===== src/rtl/stack_ptr_unit.sv =====
// stack_ptr_unit: downward-growing stack pointer with bounded push/pop, load, shadow save/restore and sticky faults
module stack_ptr_unit #(
  parameter int          ADDR_W      = 14,
  parameter int          STEP_W      = 3,
  parameter int unsigned STACK_TOP   = 2**ADDR_W - 1,
  parameter int unsigned STACK_LIMIT = 2**ADDR_W - 256
) (
  input  logic              clk,
  input  logic              rst_async_n,
  input  logic [2:0]        op,
  input  logic [STEP_W-1:0] step,
  input  logic [ADDR_W-1:0] load_value,
  input  logic              fault_clr,
  output logic [ADDR_W-1:0] sp_addr,
  output logic [ADDR_W-1:0] depth,
  output logic              empty,
  output logic              full,
  output logic              overflow,
  output logic              underflow,
  output logic              illegal_op,
  output logic              fault_pulse
);
  typedef enum logic [2:0] {
    OP_NOP     = 3'b000,
    OP_PUSH    = 3'b001,
    OP_POP     = 3'b010,
    OP_LOAD    = 3'b011,
    OP_SAVE    = 3'b100,
    OP_RESTORE = 3'b101,
    OP_ILL6    = 3'b110,
    OP_ILL7    = 3'b111
  } op_t;
  localparam logic [ADDR_W:0]   TOP_X = (ADDR_W+1)'(STACK_TOP);
  localparam logic [ADDR_W:0]   LIM_X = (ADDR_W+1)'(STACK_LIMIT);
  localparam logic [ADDR_W-1:0] TOP_A = ADDR_W'(STACK_TOP);
  localparam logic [ADDR_W-1:0] LIM_A = ADDR_W'(STACK_LIMIT);
  op_t               opc;
  logic [ADDR_W-1:0] shadow, sp_nx, shadow_nx;
  logic [ADDR_W:0]   sp_x, step_x, ld_x, push_c, pop_c;
  logic              push_bad, pop_bad, ld_ovf, ld_unf;
  logic              ovf_ev, unf_ev, ill_ev;
  assign opc    = op_t'(op);
  assign sp_x   = {1'b0, sp_addr};
  assign step_x = (ADDR_W+1)'(step);
  assign ld_x   = {1'b0, load_value};
  assign push_c = sp_x - step_x;
  assign pop_c  = sp_x + step_x;
  // a borrow out of the subtraction also means the candidate fell below the limit
  assign push_bad = push_c[ADDR_W] || (push_c < LIM_X);
  assign pop_bad  = pop_c > TOP_X;
  assign ld_ovf   = ld_x < LIM_X;
  assign ld_unf   = ld_x > TOP_X;
  assign depth    = TOP_A - sp_addr;
  assign empty    = sp_addr == TOP_A;
  assign full     = sp_addr == LIM_A;
  // next SP/shadow and fault events; rejected ops leave SP and shadow untouched
  always_comb begin
    sp_nx     = sp_addr;
    shadow_nx = shadow;
    ovf_ev    = 1'b0;
    unf_ev    = 1'b0;
    ill_ev    = 1'b0;
    case (opc)
      OP_PUSH: begin
        ovf_ev = push_bad;
        sp_nx  = push_bad ? sp_addr : push_c[ADDR_W-1:0];
      end
      OP_POP: begin
        unf_ev = pop_bad;
        sp_nx  = pop_bad ? sp_addr : pop_c[ADDR_W-1:0];
      end
      OP_LOAD: begin
        ovf_ev = ld_ovf;
        unf_ev = ld_unf;
        sp_nx  = (ld_ovf || ld_unf) ? sp_addr : load_value;
      end
      OP_SAVE:    shadow_nx = sp_addr;
      OP_RESTORE: sp_nx     = shadow;
      OP_ILL6, OP_ILL7: ill_ev = 1'b1;
      default: ;
    endcase
  end
  // state update; a new fault outranks a simultaneous clear
  always_ff @(posedge clk or negedge rst_async_n) begin
    if (!rst_async_n) begin
      sp_addr     <= TOP_A;
      shadow      <= TOP_A;
      overflow    <= 1'b0;
      underflow   <= 1'b0;
      illegal_op  <= 1'b0;
      fault_pulse <= 1'b0;
    end else begin
      sp_addr     <= sp_nx;
      shadow      <= shadow_nx;
      overflow    <= ovf_ev || (overflow && !fault_clr);
      underflow   <= unf_ev || (underflow && !fault_clr);
      illegal_op  <= ill_ev || (illegal_op && !fault_clr);
      fault_pulse <= ovf_ev || unf_ev || ill_ev;
    end
  end
endmodule


===== config.mk =====
export PLATFORM = sky130hd
export DESIGN_NAME = stack_ptr_unit
export DESIGN_NICKNAME = d
export VERILOG_FILES = /design/src/rtl/stack_ptr_unit.sv
export SDC_FILE = /design/constraint.sdc
export NUM_CORES = 1
export LEC_CHECK = 0
export ABC_AREA = 1
export CAP_MARGIN = 5
export CORE_ASPECT_RATIO = 1.5
export CORE_MARGIN = 1
export CORE_UTILIZATION = 55
export CTS_CLUSTER_SIZE = 28
export DETAILED_ROUTE_END_ITERATION = 7
export MAX_ROUTING_LAYER = met4
export PLACE_DENSITY = 0.92
export SLEW_MARGIN = 5
export SYNTH_ARGS = -nofsm -noshare
export SYNTH_HDL_FRONTEND = slang
export SYNTH_SLANG_ARGS = --single-unit

===== constraint.sdc =====
create_clock -name clk -period 6.58 [get_ports clk]
set_input_delay 1.974 -clock clk [delete_from_list [all_inputs] [get_ports clk]]
set_output_delay 1.974 -clock clk [all_outputs]
set_load 0.05 [all_outputs]

; ---- Yosys cells after proc, flatten, opt, wreduce, memory -nomap -nowiden
; Cells that the tools add are included.
[totals]
out_inout_bits = 34
register_bits = 32
[op_classes]
n_addsub = 3
reduce_logical = 14
n_lt_le_gt_ge = 4
mux = 7
n_eq_ne = 12
[op_table]
columns = operator, count
row1 = one-hot mux 14 bit (4 select lines), 1
row2 = 2-to-1 mux 14 bit, 3
row3 = "equality test 14 bit, second input constant", 2
row4 = adder 14 x 3 -> 15 bit, 1
row5 = "greater-than comparator 15 x 14 -> 1 bit, second input constant", 1
row6 = "< comparator 15 x 14 -> 1 bit, second input constant", 1
row7 = subtractor 14 x 3 -> 15 bit, 1
row8 = "greater-than comparator 14 bit, second input constant", 1
row9 = "< comparator 14 bit, second input constant", 1
row10 = "subtractor 14 bit, first input constant", 1
row11 = "equality test 3 bit, second input constant", 4
row12 = logical OR 1 bit, 7
row13 = "equality test 3 x 2 -> 1 bit, second input constant", 2
row14 = "!= test 2 bit, second input constant", 3
row15 = one-hot mux 1 bit (2 select lines), 2
row16 = AND reduction 4 bit, 1
row17 = nonzero test 4 bit, 1
row18 = "equality test 3 x 1 -> 1 bit, second input constant", 1
row19 = logical AND 1 bit, 3
row20 = OR reduction 2 bit, 1
row21 = zero test 1 bit, 1
row22 = 2-to-1 mux 1 bit, 1

; ---- Depth between registers and ports, before layout
[logic_depth]
word_depth = 6
depth_mapped = 18
depth_no_buf = 17

; ---- Worst setup path before layout
; No wires, ideal clock.
[synth_path]
path_type = flip-flop to output port
from = register sp_addr[8]
to = output full
t_arrival_ns = 2.512
stages_incl_launch_ff = 7
t_required_ns = 4.606
path_buffers = 0
slack_ns = 2.094
cell_sequence = dfstp_2 > inv_2 > nor2_1 > nand2_1 > nor3_2 > inv_1 > nor3_1
[synth_between]
elab_chain_cells = 1
[synth_rtl]
columns = element, line_no
row1 = "start, declared", 14  ; output logic [ADDR_W-1:0] sp_addr,
row2 = "start signal, assigned", 93  ; sp_addr <= sp_nx;
row3 = equality test 14 bit, 55  ; assign full = sp_addr == LIM_A;
row4 = "end, declared", 17  ; output logic full,
; No other way between the ends.

; ---- Worst setup path after layout
[layout_path]
from = register sp_addr[4]
to = output empty
[layout_between]
elab_chain_cells = 1
[layout_rtl]
columns = element, line_no
row1 = equality test 14 bit, 54  ; assign empty = sp_addr == TOP_A;
row2 = "end, declared", 16  ; output logic empty,
; No other way between the ends.

==> flow_metrics.py <==
metrics = {
    "status": {
        "outcome": "complete, no violations",
    },
    "worst_hold_path": {
        "hold_path_depth": 2,
        "min_path_type": "register to register",
    },
    "logic_synthesis": {
        "synth-seq-cells": 32,
        "netlist_instances": 375,
        "syn_area_um2": 2600,
        "synth_nets": 406,
        "synth_cell_types": 38,
        "syn_avg_cell_area_um2": 6.94,
        "yosysTopAreaCell": "dfstp_2",
        "synth_top_flop_cell": "dfstp_2",
        "seq_area_frac_synth_pct": 32.1,
        "synth_top_area_share_pct": 28.3,
        "yosysWarnings": 0,
        "synth-async-reset-ratio_pct": 100,
        "synth_area_leaders": "dfstp_2 (28%), nand2_1 (18%), nand4_1 (6.5%)",
        "synth_edf_count": 0,
    },
    "worst_setup_path": {
        "worstSetupPathType": "register to primary output",
        "crit_required_ns": 4.61,
        "cp_slowest_cell": "clkdlybuf4s50_1",
        "cp_slowest_stage_delay_ns": 0.80,
        "crit_arrival_ns": 2.60,
        "start_kind": "register",
        "worstPathMaxFanout": 12,
        "path_delay_family": "buffers and inverters",
        "end_kind": "primary output",
        "crit_cells": 5,
        "crit_chain": "inv_1 > nor3_1 > nand2_1 > nor2_1 > clkdlybuf4s50_1",
        "path_buf_inv": 2,
        "ff2ff_path_depth": 17,
    },
    "timing": {
        "rsz0062_at_grt": "false",
        "holdWs_ns": 0.491,
        "fin_crit_sh_pct": 69.6,
        "worst_pin_slew_ns": 1.17,
        "clock_skew_ns": 0.00444,
        "setup_ws_ns": 2.00,
        "setup-tns-final_ns": 0,
        "period_minus_slack_ns": 4.58,
        "setup_viol": 0,
        "relSlewSlack_pct": 21.5,
        "finalMaxSlewViolations": 0,
        "max_clock_freq_mhz": 218,
        "hold_viol_final": 0,
    },
    "power_and_ir_drop": {
        "p_leak_nw": 1.39,
        "clkPwrFrac_pct": 11.9,
        "swShare_pct": 53.9,
        "p_sw_w": 0.000881,
        "pwr_density_cell_nw_per_um2": 502,
        "p_int_w": 0.000754,
        "combPwrFrac_pct": 60.0,
        "pwr-share-seq_pct": 28.1,
        "peakVddDrop_uv": 285,
    },
    "route": {
        "drt_iter0_markers": 205,
        "ant_nets": 0,
        "wl_mm": 8.32,
        "vias": 2878,
        "first_pass_iters": 5,
        "viasPerCell": 5.90,
        "drc": 0,
        "wl_per_cell_um": 17.1,
    },
    "layout": {
        "n_antenna_cell": 0,
        "final_cells": 488,
        "nNetsFinal": 454,
        "drive_gt1_share_pct": 15.8,
        "areaGrowthSynthToFinish_pct": 25.3,
        "final_area_um2": 3260,
    },
    "cts": {
        "clk_pin_slew_ns": 0.07,
        "clkLatencyLatePin_ns": 0.29,
        "cts-resized-gates": 0,
        "cts_tree": "yes",
        "clockRootBuffer": "clkbuf_8",
        "cts.sinks": 32,
        "holdBufCountCts": 0,
        "cts_max_level": 2,
        "cts_buffers": 5,
        "clockBufferDepth": 2,
        "post_cts_buffers": 0,
    },
    "grt": {
        "antenna_found_initial": 0,
        "gr-total-overflow": 0,
        "grt_pass1_vias": 2831,
        "grt_max_degree": 33,
        "grt_pass1_wl_mm": 13.2,
        "track_usage_pct": 36.3,
    },
    "die": {
        "io_pins": 57,
        "num_rows": 30,
        "fp.dieW_um": 58.2,
        "core_um2": 4540,
        "dieArea_um2": 5010,
        "die_h_um": 86.2,
        "start_util_pct": 57.3,
    },
    "placed_design": {
        "io_buffers": 56,
        "dpl.hpwl_mm": 5.98,
        "pre_cts_ws_ns": 1.96,
        "gp_congestion": 1.01,
        "placedInstanceArea_um2": 3150,
        "dp.cells": 480,
    },
    "run": {
        "maxCapViolCount": 0,
    },
}
## placed cells by master (no fill, tap or decap), drive strengths merged, types with 4 or more instances in the layout
cell / instances
nand2: 134
nor2: 30
o21ai: 27
clkdlybuf4s50: 56
ha: 6
dfstp: 28
nand4: 28
a21oi: 8
clkbuf: 6
dfrtp: 4
nor3: 7
nand3: 27
inv: 38
## power groups by stage
| stage | registers [W] | clock network, W | logic (W) |
|---|---|---|---|
| 3_5_place_dp | 0.000455 | 0 | 0.000968 |
| 5_1_grt | 0.000468 | 0.000201 | 0.00105 |
| 3_3_place_gp | 0.000454 | 0 | 0.000956 |
| 2_1_floorplan | 0.000523 | 0 | 0.000612 |
| 4_1_cts | 0.000453 | 0.000193 | 0.000974 |
| 6_report | 0.000459 | 0.000194 | 0.000981 |
## cell families (layout without fill, tap and decap cells)
| family | count (synthesis) | count (layout) | share of synthesized area (%) |
|---|---|---|---|
| AND/OR/NAND/NOR | 232 | 232 | 42.4 |
| AO/OA/AOI/OAI | 45 | 45 | 10.4 |
| buffers and inverters | 56 | 105 | 9.91 |
| adder cells (fa/ha/maj) | 8 | 8 | 4.43 |
| flip-flops | 32 | 32 | 32.1 |
| XOR/XNOR | 2 | 2 | 0.674 |
## registers in the layout, indices dropped and copies added, names as in the netlist
register	count
fault_pulse	1
sp_addr	14
underflow	1
shadow	14
illegal_op	1
overflow	1
## Yosys cell counts (3+ instances only)
| master | instances |
|---|---|
| a21oi_1 | 5 |
| ha_1 | 6 |
| o21ai_0 | 26 |
| nand4_1 | 27 |
| nand3b_1 | 3 |
| clkbuf_1 | 7 |
| nor2_1 | 18 |
| dfstp_2 | 28 |
| buf_6 | 4 |
| o211ai_1 | 3 |
| inv_1 | 35 |
| dfrtp_1 | 4 |
| a22o_1 | 3 |
| nand2_1 | 128 |
| nand2_2 | 5 |
| nor2_2 | 7 |
| nor2_4 | 5 |
| nor3_1 | 5 |
| nand3_1 | 25 |
| buf_2 | 4 |
## metal layers
| layer | up-vias | share of wire [%] | routed length (um) | track usage (%) |
|---|---|---|---|---|
| met2 | 165 | 50 | 4170 | 59.9 |
| met5 | - | 0 | 0 | - |
| met4 | 0 | 6.7 | 554 | 26.2 |
| met1 | 1330 | 36 | 3040 | 39.0 |
| met3 | 48 | 6.7 | 560 | 5.07 |
| li1 | 1335 | - | - | - |
## stage by stage
step / power [W] / utilization [%]
3_3_place_gp: 0.00141 / 69.4
3_5_place_dp: 0.00142 / 69.4
6_report: 0.00163 / 71.7
4_1_cts: 0.00162 / 71.7
5_1_grt: 0.00172 / 71.7
2_1_floorplan: 0.00113 / -
## path summary, 6_finish.rpt
| kind | start | to | slack, ns |
|---|---|---|---|
| setup / recovery | sp_addr[4]$_DFFE_PN1P_ | empty | 2.00 |
| hold / removal | shadow[13]$_DFFE_PN1N_ | shadow[13]$_DFFE_PN1N_ | 0.49 |
| setup reg to reg | sp_addr[0]$_DFFE_PN1P_ | sp_addr[9]$_DFFE_PN1P_ | 3.66 |
| hold reg to reg | shadow[13]$_DFFE_PN1N_ | shadow[13]$_DFFE_PN1N_ | 0.49 |
| max in group asynchronous | rst_async_n | sp_addr[6]$_DFFE_PN1P_ | 4.16 |
| min in group asynchronous | rst_async_n | underflow$_DFF_PN0_ | 2.09 |
## area by class of cell
class	instances	area [um2]
clock buffer	6	72.6
timing repair buffer	58	576
inverter	39	151
clock inverter	2	35.0
fill	383	1280
multi-input combinational	287	1510
sequential	32	836
tap	64	80.1
## worst min-delay path: cells and delay by family (launching register included)
family             cells  cell delay (ns)
AOI/OAI and AO/OA      1             0.07
DFF                    1             0.37
and+or+nand+nor        1             0.05
Power figures use the tool's default switching activity.
